$ cat src/rtl/mem_arbiter_if.sv
`timescale 1ns/1ps
`default_nettype none
// ============================================================================
// mem_arbiter_if : requester / RAM bus bundle for the mem_arbiter byte sequencer
// Rev 1.0
// ============================================================================
interface mem_arbiter_if #(
   parameter int ADDR_W = 32
);
   logic              if_req;
   logic [ADDR_W-1:0] if_addr;
   logic              if_flush;
   logic              if_done;
   logic [31:0]       if_inst;
   logic              mem_req;
   logic              mem_we;
   logic [1:0]        mem_len;
   logic [ADDR_W-1:0] mem_addr;
   logic [31:0]       mem_wdata;
   logic              mem_done;
   logic [31:0]       mem_rdata;
   logic [7:0]        ram_din;
   logic [7:0]        ram_dout;
   logic [ADDR_W-1:0] ram_a;
   logic              ram_wr;
   logic              io_buffer_full;
   logic              busy;

   modport slave (
      input  if_req, if_addr, if_flush, mem_req, mem_we, mem_len, mem_addr, mem_wdata,
             ram_din, io_buffer_full,
      output if_done, if_inst, mem_done, mem_rdata, ram_dout, ram_a, ram_wr, busy
   );

   modport master (
      output if_req, if_addr, if_flush, mem_req, mem_we, mem_len, mem_addr, mem_wdata,
             ram_din, io_buffer_full,
      input  if_done, if_inst, mem_done, mem_rdata, ram_dout, ram_a, ram_wr, busy
   );
endinterface
`default_nettype wire

$ cat src/rtl/mem_arbiter.sv
`timescale 1ns/1ps
`default_nettype none
// ============================================================================
// mem_arbiter : shares the byte-wide RAM port between IF and MEM, serialising
//               little-endian byte transfers. Option: MEM_ARBITER_IO_STALL_EN.
// Rev 1.0
// ============================================================================
module mem_arbiter #(
   parameter int ADDR_W      = 32,
   parameter int IO_ADDR_BIT = 17
) (
   input  wire logic     clk_in,
   input  wire logic     rst_in,
   mem_arbiter_if.slave  bus
);
   typedef enum logic [1:0] {
      S_IDLE  = 2'd0,
      S_READ  = 2'd1,
      S_WRITE = 2'd2,
      S_DONE  = 2'd3
   } state_t;

   state_t            state_q, state_d;
   logic              src_if_q, src_if_d;
   logic [2:0]        cnt_q, cnt_d;
   logic [2:0]        n_q, n_d;
   logic [ADDR_W-1:0] addr_q, addr_d;
   logic [31:0]       wdata_q, wdata_d;
   logic [31:0]       asm_q, asm_d;
   logic [ADDR_W-1:0] ram_a_q, ram_a_d;
   logic [7:0]        ram_dout_q, ram_dout_d;
   logic              ram_wr_q, ram_wr_d;
   logic              if_done_q, if_done_d;
   logic [31:0]       if_inst_q, if_inst_d;
   logic              mem_done_q, mem_done_d;
   logic [31:0]       mem_rdata_q, mem_rdata_d;
   logic              busy_q, busy_d;

   logic              w_acc_stall;
   logic              w_cur_stall;
   logic [1:0]        w_cap_idx;
   logic [2:0]        w_rd_next;
   logic [2:0]        w_wr_k;
   logic [31:0]       w_asm_next;

   function automatic logic [2:0] len_to_n(input logic [1:0] len);
      case (len)
         2'd0:    return 3'd1;
         2'd1:    return 3'd2;
         default: return 3'd4;
      endcase
   endfunction

`ifdef MEM_ARBITER_IO_STALL_EN
   assign w_acc_stall = (bus.mem_addr[IO_ADDR_BIT -: 2] == 2'b11) && bus.io_buffer_full;
   assign w_cur_stall = (addr_q[IO_ADDR_BIT -: 2] == 2'b11) && bus.io_buffer_full;
`else
   logic w_unused_io;
   assign w_acc_stall = 1'b0;
   assign w_cur_stall = 1'b0;
   assign w_unused_io = bus.io_buffer_full | (IO_ADDR_BIT == 0);
`endif

   // Read byte k arrives one edge after its address is sampled, hence the lag of one.
   assign w_cap_idx = cnt_q[1:0] - 2'd1;
   assign w_rd_next = cnt_q + 3'd1;
   // A stalled write leaves ram_wr low, so the same byte index is offered again.
   assign w_wr_k    = ram_wr_q ? cnt_q + 3'd1 : cnt_q;

   always_comb begin
      w_asm_next = asm_q;
      if (cnt_q != 3'd0) begin
         w_asm_next[{w_cap_idx, 3'b000} +: 8] = bus.ram_din;
      end
   end

   always_comb begin
      state_d     = state_q;
      src_if_d    = src_if_q;
      cnt_d       = cnt_q;
      n_d         = n_q;
      addr_d      = addr_q;
      wdata_d     = wdata_q;
      asm_d       = asm_q;
      ram_a_d     = ram_a_q;
      ram_dout_d  = ram_dout_q;
      ram_wr_d    = ram_wr_q;
      if_inst_d   = if_inst_q;
      mem_rdata_d = mem_rdata_q;
      if_done_d   = 1'b0;
      mem_done_d  = 1'b0;

      case (state_q)
         S_IDLE: begin
            if (bus.mem_req) begin
               src_if_d = 1'b0;
               addr_d   = bus.mem_addr;
               wdata_d  = bus.mem_wdata;
               n_d      = len_to_n(bus.mem_len);
               asm_d    = '0;
               cnt_d    = '0;
               ram_a_d  = bus.mem_addr;
               if (bus.mem_we) begin
                  state_d    = S_WRITE;
                  ram_dout_d = bus.mem_wdata[7:0];
                  ram_wr_d   = !w_acc_stall;
               end else begin
                  state_d  = S_READ;
                  ram_wr_d = 1'b0;
               end
            end else if (bus.if_req && !bus.if_flush) begin
               src_if_d = 1'b1;
               addr_d   = bus.if_addr;
               n_d      = 3'd4;
               asm_d    = '0;
               cnt_d    = '0;
               ram_a_d  = bus.if_addr;
               ram_wr_d = 1'b0;
               state_d  = S_READ;
            end
         end
         S_READ: begin
            if (src_if_q && bus.if_flush) begin
               state_d = S_IDLE;
               ram_a_d = '0;
               cnt_d   = '0;
            end else begin
               asm_d   = w_asm_next;
               cnt_d   = w_rd_next;
               ram_a_d = (w_rd_next < n_q) ? addr_q + ADDR_W'(w_rd_next) : '0;
               if (cnt_q == n_q) begin
                  state_d = S_DONE;
                  if (src_if_q) begin
                     if_inst_d = w_asm_next;
                     if_done_d = 1'b1;
                  end else begin
                     mem_rdata_d = w_asm_next;
                     mem_done_d  = 1'b1;
                  end
               end
            end
         end
         S_WRITE: begin
            if (w_wr_k == n_q) begin
               state_d    = S_DONE;
               ram_wr_d   = 1'b0;
               ram_a_d    = '0;
               ram_dout_d = '0;
               mem_done_d = 1'b1;
            end else begin
               cnt_d      = w_wr_k;
               ram_a_d    = addr_q + ADDR_W'(w_wr_k);
               ram_dout_d = wdata_q[{w_wr_k[1:0], 3'b000} +: 8];
               ram_wr_d   = !w_cur_stall;
            end
         end
         S_DONE: begin
            state_d = S_IDLE;
            ram_a_d = '0;
         end
         default: begin
            state_d = S_IDLE;
         end
      endcase

      busy_d = (state_d != S_IDLE);
   end

   always_ff @(posedge clk_in or negedge rst_in) begin
      if (!rst_in) begin
         state_q     <= S_IDLE;
         src_if_q    <= 1'b0;
         cnt_q       <= '0;
         n_q         <= '0;
         addr_q      <= '0;
         wdata_q     <= '0;
         asm_q       <= '0;
         ram_a_q     <= '0;
         ram_dout_q  <= '0;
         ram_wr_q    <= 1'b0;
         if_done_q   <= 1'b0;
         if_inst_q   <= '0;
         mem_done_q  <= 1'b0;
         mem_rdata_q <= '0;
         busy_q      <= 1'b0;
      end else begin
         state_q     <= state_d;
         src_if_q    <= src_if_d;
         cnt_q       <= cnt_d;
         n_q         <= n_d;
         addr_q      <= addr_d;
         wdata_q     <= wdata_d;
         asm_q       <= asm_d;
         ram_a_q     <= ram_a_d;
         ram_dout_q  <= ram_dout_d;
         ram_wr_q    <= ram_wr_d;
         if_done_q   <= if_done_d;
         if_inst_q   <= if_inst_d;
         mem_done_q  <= mem_done_d;
         mem_rdata_q <= mem_rdata_d;
         busy_q      <= busy_d;
      end
   end

   assign bus.if_done   = if_done_q;
   assign bus.if_inst   = if_inst_q;
   assign bus.mem_done  = mem_done_q;
   assign bus.mem_rdata = mem_rdata_q;
   assign bus.ram_dout  = ram_dout_q;
   assign bus.ram_a     = ram_a_q;
   assign bus.ram_wr    = ram_wr_q;
   assign bus.busy      = busy_q;
endmodule
`default_nettype wire

$ cat src/flat_wrapper.sv
// flat-port wrapper written by rule: the top's interface ports become plain ports
module mem_arbiter_flat 
#(
   parameter int ADDR_W      = 32,
   parameter int IO_ADDR_BIT = 17
)
  (clk_in, rst_in, bus_if_req, bus_if_addr, bus_if_flush, bus_mem_req, bus_mem_we, bus_mem_len, bus_mem_addr, bus_mem_wdata, bus_ram_din, bus_io_buffer_full, bus_if_done, bus_if_inst, bus_mem_done, bus_mem_rdata, bus_ram_dout, bus_ram_a, bus_ram_wr, bus_busy);
  mem_arbiter_if #(.ADDR_W(ADDR_W)) bus_i ();
  input  wire logic clk_in;
  input  wire logic rst_in;
  input wire logic [$bits(bus_i.if_req)-1:0] bus_if_req;
  input wire logic [$bits(bus_i.if_addr)-1:0] bus_if_addr;
  input wire logic [$bits(bus_i.if_flush)-1:0] bus_if_flush;
  input wire logic [$bits(bus_i.mem_req)-1:0] bus_mem_req;
  input wire logic [$bits(bus_i.mem_we)-1:0] bus_mem_we;
  input wire logic [$bits(bus_i.mem_len)-1:0] bus_mem_len;
  input wire logic [$bits(bus_i.mem_addr)-1:0] bus_mem_addr;
  input wire logic [$bits(bus_i.mem_wdata)-1:0] bus_mem_wdata;
  input wire logic [$bits(bus_i.ram_din)-1:0] bus_ram_din;
  input wire logic [$bits(bus_i.io_buffer_full)-1:0] bus_io_buffer_full;
  output wire logic [$bits(bus_i.if_done)-1:0] bus_if_done;
  output wire logic [$bits(bus_i.if_inst)-1:0] bus_if_inst;
  output wire logic [$bits(bus_i.mem_done)-1:0] bus_mem_done;
  output wire logic [$bits(bus_i.mem_rdata)-1:0] bus_mem_rdata;
  output wire logic [$bits(bus_i.ram_dout)-1:0] bus_ram_dout;
  output wire logic [$bits(bus_i.ram_a)-1:0] bus_ram_a;
  output wire logic [$bits(bus_i.ram_wr)-1:0] bus_ram_wr;
  output wire logic [$bits(bus_i.busy)-1:0] bus_busy;
  assign bus_i.if_req = bus_if_req;
  assign bus_i.if_addr = bus_if_addr;
  assign bus_i.if_flush = bus_if_flush;
  assign bus_i.mem_req = bus_mem_req;
  assign bus_i.mem_we = bus_mem_we;
  assign bus_i.mem_len = bus_mem_len;
  assign bus_i.mem_addr = bus_mem_addr;
  assign bus_i.mem_wdata = bus_mem_wdata;
  assign bus_i.ram_din = bus_ram_din;
  assign bus_i.io_buffer_full = bus_io_buffer_full;
  assign bus_if_done = bus_i.if_done;
  assign bus_if_inst = bus_i.if_inst;
  assign bus_mem_done = bus_i.mem_done;
  assign bus_mem_rdata = bus_i.mem_rdata;
  assign bus_ram_dout = bus_i.ram_dout;
  assign bus_ram_a = bus_i.ram_a;
  assign bus_ram_wr = bus_i.ram_wr;
  assign bus_busy = bus_i.busy;
  mem_arbiter #(.ADDR_W(ADDR_W), .IO_ADDR_BIT(IO_ADDR_BIT)) u_core (.clk_in(clk_in), .rst_in(rst_in), .bus(bus_i));
endmodule
$ cat config.mk
export PLATFORM = sky130hd
export DESIGN_NAME = mem_arbiter_flat
export DESIGN_NICKNAME = d
export VERILOG_FILES = /design/src/rtl/mem_arbiter_if.sv /design/src/rtl/mem_arbiter.sv /design/src/flat_wrapper.sv
export SDC_FILE = /design/constraint.sdc
export NUM_CORES = 1
export LEC_CHECK = 0
export CAP_MARGIN = 20
export CORE_UTILIZATION = 52
export CTS_CLUSTER_DIAMETER = 80
export DETAILED_ROUTE_END_ITERATION = 16
export HOLD_SLACK_MARGIN = 0.1
export PLACE_DENSITY = 0.89
export SLEW_MARGIN = 10
export SYNTH_ARGS = -nofsm -noshare
export SYNTH_HDL_FRONTEND = slang
export SYNTH_SLANG_ARGS = --single-unit
export TNS_END_PERCENT = 50
$ cat constraint.sdc
create_clock -name clk_in -period 4.3 [get_ports clk_in]
set_input_delay 0.43 -clock clk_in [delete_from_list [all_inputs] [get_ports clk_in]]
set_output_delay 0.43 -clock clk_in [all_outputs]
set_load 0.005 [all_outputs]
* After elaboration in Yosys (flattened, before gate mapping)
Index checks and enable logic that the tools add are counted.
** Operators by class
- Muxes and demuxes :: 48
- Bitwise logic cells :: 2
- Order comparisons :: 1
- Reductions and logical operators :: 19
- Shift-type cells :: 3
- Add/sub/neg operators :: 5
- Equal/unequal tests :: 11
** Operators with widths (number)
- $mux 32 :: 9
- $pmux 32 s4 :: 1
- $add 32x3->32 :: 2
- $pmux 32 s2 :: 1
- $bwmux 32 :: 1
- $shift 8x7->32 const A :: 1
- $shiftx 32x6->8 :: 1
- $shiftx 8x7->32 :: 1
- $mux 8 :: 3
- $mux 3 :: 7
- $pmux 8 s2 :: 1
- $mux 1 :: 14
- $mux 2 :: 6
- $pmux 3 s3 :: 1
- $reduce_and 3->1 :: 3
- $ne 2x2->1 const B :: 4
- $pmux 2 s4 :: 1
- $reduce_and 4->1 :: 2
- $reduce_bool 2->1 :: 4
- $neg 5->7 :: 1
- $eq 3x3->1 :: 2
- $pmux 3 s2 :: 1
- $reduce_and 2->1 :: 3
- $reduce_bool 3->1 :: 2
- other kinds (11) :: 17
** Word-level totals
- Input port bits :: 113
- Register bits :: 213
- Word-level logic and storage cells :: 104
- Output and inout port bits :: 108

* Longest topological paths before layout
- Depth after elaboration :: 7
- Gate-level depth with buffers :: 14
- Mapped depth without buffers :: 11

* Worst setup path after synthesis
OpenSTA, ideal clock, no wires.
- Kind :: flip-flop to flip-flop
- Start :: reg u_core.cnt_q[0]
- End :: reg u_core.ram_a_q[22] (netlist: u_core.bus.ram_a[22])
- Arrival :: 3.776 ns
- Setup time :: 0.122 ns
- Buffers on the path :: 3
- Cell stages (with the launch flop) :: 14
- Data required time :: 4.178 ns
- Period minus slack after synthesis :: 3.898 ns
- Path slack :: 0.402 ns
- Cell sequence :: dfrtp_1 > buf_6 > inv_1 > ha_1 > buf_2 > mux2i_1 > inv_1 > fa_1 > a21oi_1 > or3_1 > clkbuf_1 > nor2_1 > a221o_1 > o2111a_1
** On the way
- Word-level cells in the longest chain between the ends :: 5
- Elaborated cells between the ends (all ways) :: 10
- Those cells by class :: add/sub (3); order compare (1); eq/ne (1); mux (5)
** Ends and longest elaborated chain
- start: declaration :: RTL line mem_arbiter.sv:25 : logic [2:0] cnt_q, cnt_d;
- start signal: assignment :: RTL line mem_arbiter.sv:189 : cnt_q <= cnt_d;
- $add 3x1->3 :: RTL line mem_arbiter.sv:66, mem_arbiter.sv:68
- $mux 3, or another cell as far along :: RTL line mem_arbiter.sv:68 : assign w_wr_k = ram_wr_q ? cnt_q + 3'd1 : cnt_q;
- $add 32x3->32, or another cell as far along :: RTL line mem_arbiter.sv:152 : ram_a_d = addr_q + ADDR_W'(w_wr_k);
- $mux 32 (on tied branches) :: RTL line mem_arbiter.sv:144, mem_arbiter.sv:123
- $pmux 32 s4 (*) :: RTL line mem_arbiter.sv:93 : case (state_q)
- end signal: assignment :: RTL line mem_arbiter.sv:194 : ram_a_q <= ram_a_d;
- end: declaration :: RTL line mem_arbiter.sv:30 : logic [ADDR_W-1:0] ram_a_q, ram_a_d;
Every way passes the cells marked *; elsewhere a longest branch is shown, timed or not.
A chain may end at the register's enable or synchronous reset.

* Worst setup path after layout
- Start :: reg u_core.cnt_q[1]
- End :: reg u_core.ram_a_q[21] (netlist: u_core.bus.ram_a[21])
Same word-level chain as after synthesis.

==> flow_summary_export.csv <==
group,metric,value,unit
status,status,"finished, final reports clean",
clock_network,ctsHoldBuffers,1,
floorplanning,std_cell_rows,53,
routing,vias_per_cell,6.26,
clock_network,htreeDepth,1,
yosys,synth_top_area_frac,0.468,
routing,drt_pass1_iterations,5,
yosys,synthDistinctLibCells,86,
yosys,synth.net_count,1280,
place,port_buffers,219,
layout,seq_area,5330,um^2
clock_network,cts.sinks,213,
yosys,netlist_instances,1146,
pwr,ir_drop,361,uV
timing,slew_violations,0,
layout,drive_above_1_share,0.105,
routing,routed_wirelength,31500,um
yosys,synth_area_leaders,"dfrtp_1 47%, a22o_1 5.2%, a21oi_1 4.5%",
timing,setup_tns,0,ps
timing,max_freq,269,MHz
routing,postRouteAntennaNets,0,
pwr,power_density,672,nW/um^2
critical_path,rr_startpoint,"u_core.cnt_q[1]",
clock_network,clk_latency,510,ps
layout,layout.cells.non_filler,1612,
clock_network,post_cts_resized,0,
floorplanning,io_pins,221,
pwr,p_leak,6.05,nW
layout,multi_input_area,5620,um^2
critical_path,worstSetupStartpointType,"flop",
yosys,synth_most_common_cell,"dfrtp_1",
clock_network,cts-root-buf,"clkbuf_16",
layout,fillCellCount,1613,
run,maxCapViolCount,0,
layout,antenna_cells,0,
critical_path,r2r-end,"u_core.bus.ram_a[21]",
worst_hold_path,min_from,"bus_mem_req",
global_routing,antenna_found_initial,0,
timing,slew_headroom,0.388,
timing,min_period,3710,ps
place,pre_cts_ws,666,ps
floorplanning,core,21200,um^2
layout,area_growth,27.2,%
clock_network,cts_buffers,23,
timing,rsz0062_at_grt,"no",
routing,dr_total_vias,10091,
place,place_hpwl,22000,um
floorplanning,dieArea,22500,um^2
yosys,yosysSeqAreaShare,0.468,
critical_path,ff2ff_setup_slack,590,ps
global_routing,grt_util_all_layers,0.286,
yosys,ys_ff_latch,213,
clock_network,cts_tree,"yes",
place,dp_cells,1572,
timing,fin_crit_sh,0.864,
clock_network,cts.clk_slew.worst_paths,60,ps
timing,fin_ws,586,ps
floorplanning,die_x,150,um
global_routing,grt_max_degree,115,
critical_path,crit_path_start,"u_core.cnt_q[1]",
timing,finalSetupViolCount,0,
place,place_congestion,0.907,
yosys,synth_area,11400,um^2
layout,utilization,0.682,
critical_path,critPathRequiredTime,4670,ps
yosys,synth_common_cells,"213 x dfrtp_1, 118 x nand2_1, 109 x nor2_1",
yosys,avgSynthCellArea,9.93,um^2
timing,tightest_slew,917,ps
critical_path,path_class,"flop to flop",
yosys,synth_area_leader_cell,"dfrtp_1",
critical_path,cp-end-kind,"flop",
worst_hold_path,whs_endpoint,"u_core.src_if_q",
critical_path,cp_max_fo,10,
worst_hold_path,whs_path_depth,2,
worst_hold_path,hp-class,"primary input to flop",
yosys,async_flop_share,1.00,
global_routing,grt-ovfl-total,0,
global_routing,grt_first_pass_wirelength,51000,um
yosys,ys_warn_count,0,
critical_path,cp.arrival,4080,ps
yosys,synth_edf_count,0,
timing,skew,8.60,ps
clock_network,postCtsSetupBuffers,0,
layout,nets,1458,
yosys,synth_ff_type,"dfrtp_1",
floorplanning,fp.dieH,150,um
floorplanning,initial_utilization,0.536,
timing,finalHoldViolCount,0,
routing,drc,0,
routing,detail_route.iter0.violations,861,
clock_network,clockBufferDepth,3,
global_routing,grt_pass1_vias,10006,
routing,avgRoutedWirePerCell,19.5,um
critical_path,r2r_cells,12,
[worst max-delay path, stage by stage, from the launching register on]
cell and delay [ps]:
dfrtp_1 470, inv_1 120, ha_1 480, mux2i_1 210, buf_4 230, inv_1 100, ha_1 300, a21o_1 180
a21oi_1 580, nor2_1 220, a22o_1 320, a211oi_1 280, a211oi_1 80
[worst max-delay path by stage]
| stage | cells past startpoint | slack (ps) | to |
|---|---|---|---|
| global route | 12 | 320 | u_core.bus.ram_a[21] |
| finish | 12 | 590 | u_core.bus.ram_a[21] |
| detailed placement | 12 | 670 | u_core.bus.ram_a[29] |
| global placement | 12 | 790 | u_core.bus.ram_a[29] |
| floorplan | 13 | 400 | u_core.bus.ram_a[22] |
| CTS | 12 | 560 | u_core.bus.ram_a[21] |
[kinds of logic after synthesis]
group	count (synthesis)	share of synthesized area
XOR/XNOR	15	0.0129
buffers and inverters	101	0.0402
AO/OA/AOI/OAI	383	0.230
AND/OR/NAND/NOR	332	0.140
adder cells (fa/ha/maj)	21	0.0244
flip-flops	213	0.468
multiplexers	81	0.0842
[flip-flops by register name (all words and copies together), names as in the netlist]
name,count
u_core.addr_q,32
u_core.wdata_q,32
u_core.bus.ram_wr,1
u_core.bus.if_inst,32
u_core.n_q,3
u_core.bus.mem_done,1
u_core.src_if_q,1
u_core.bus.ram_dout,8
u_core.asm_q,32
u_core.bus.if_done,1
u_core.cnt_q,3
u_core.state_q,2
u_core.bus.mem_rdata,32
u_core.bus.busy,1
u_core.bus.ram_a,32
[report_power, final]
group	switching [mW]	internal, mW	total (mW)
combinational	2.16	2.10	4.27
sequential	0.702	2.80	3.50
clock	0.796	1.16	1.96
[per-layer routing]
layer	GRT usage	vias up	wire [um]
li1	-	4594	-
met1	0.383	4910	12900
met2	0.476	510	15100
met3	0.0448	77	2690
met4	0.0884	0	824
met5	0	-	0
[area by class of cell]
class | instances | share of cell area
inverter | 12 | 0.00311
clock buffer | 29 | 0.0441
tap | 275 | 0.0238
sequential | 213 | 0.368
timing repair buffer | 242 | 0.166
clock inverter | 9 | 0.00700
multi-input combinational | 832 | 0.388
[placed cells by master (no fill, tap or decap), types with 4 or more instances in the layout]
cell type | synthesis | final
nor2_1 | 109 | 108
o31ai_1 | 4 | 4
dfrtp_1 | 213 | 213
o21ai_0 | 75 | 75
ha_1 | 19 | 18
and3_1 | 8 | 8
clkdlybuf4s50_1 | 0 | 217
a22o_1 | 67 | 67
and4_1 | 4 | 4
inv_1 | 12 | 12
a221oi_1 | 5 | 5
nand3_1 | 18 | 18
nand2_1 | 118 | 118
nor2b_1 | 4 | 4
nand4_1 | 7 | 7
a22oi_1 | 44 | 44
mux4_2 | 8 | 8
mux2i_1 | 35 | 35
or3_1 | 5 | 5
nor3_1 | 15 | 15
xnor2_1 | 6 | 6
nor4_1 | 5 | 5
a21oi_1 | 102 | 102
a31oi_1 | 7 | 7
buf_4 | 2 | 18
nand2b_1 | 4 | 4
mux2_2 | 38 | 38
clkbuf_8 | 0 | 5
xor2_1 | 7 | 7
clkinv_2 | 0 | 5
o211ai_1 | 8 | 8
o21ai_1 | 9 | 8
a211oi_1 | 14 | 14
clkbuf_16 | 0 | 23
nor3b_1 | 6 | 5
[metrics by stage]
| stage | hold slack (ps) | instance area (um^2) | power [mW] |
|---|---|---|---|
| final | 430 | 14500 | 9.73 |
| after global routing | 457 | 14500 | 10.3 |
| after CTS | 398 | 14500 | 9.72 |
| after detailed placement | 476 | 13700 | 7.71 |
| after global placement | 465 | 13700 | 7.51 |
| after floorplan | 134 | 11400 | 5.88 |
Note: power is estimated with default switching activity, not from simulation.
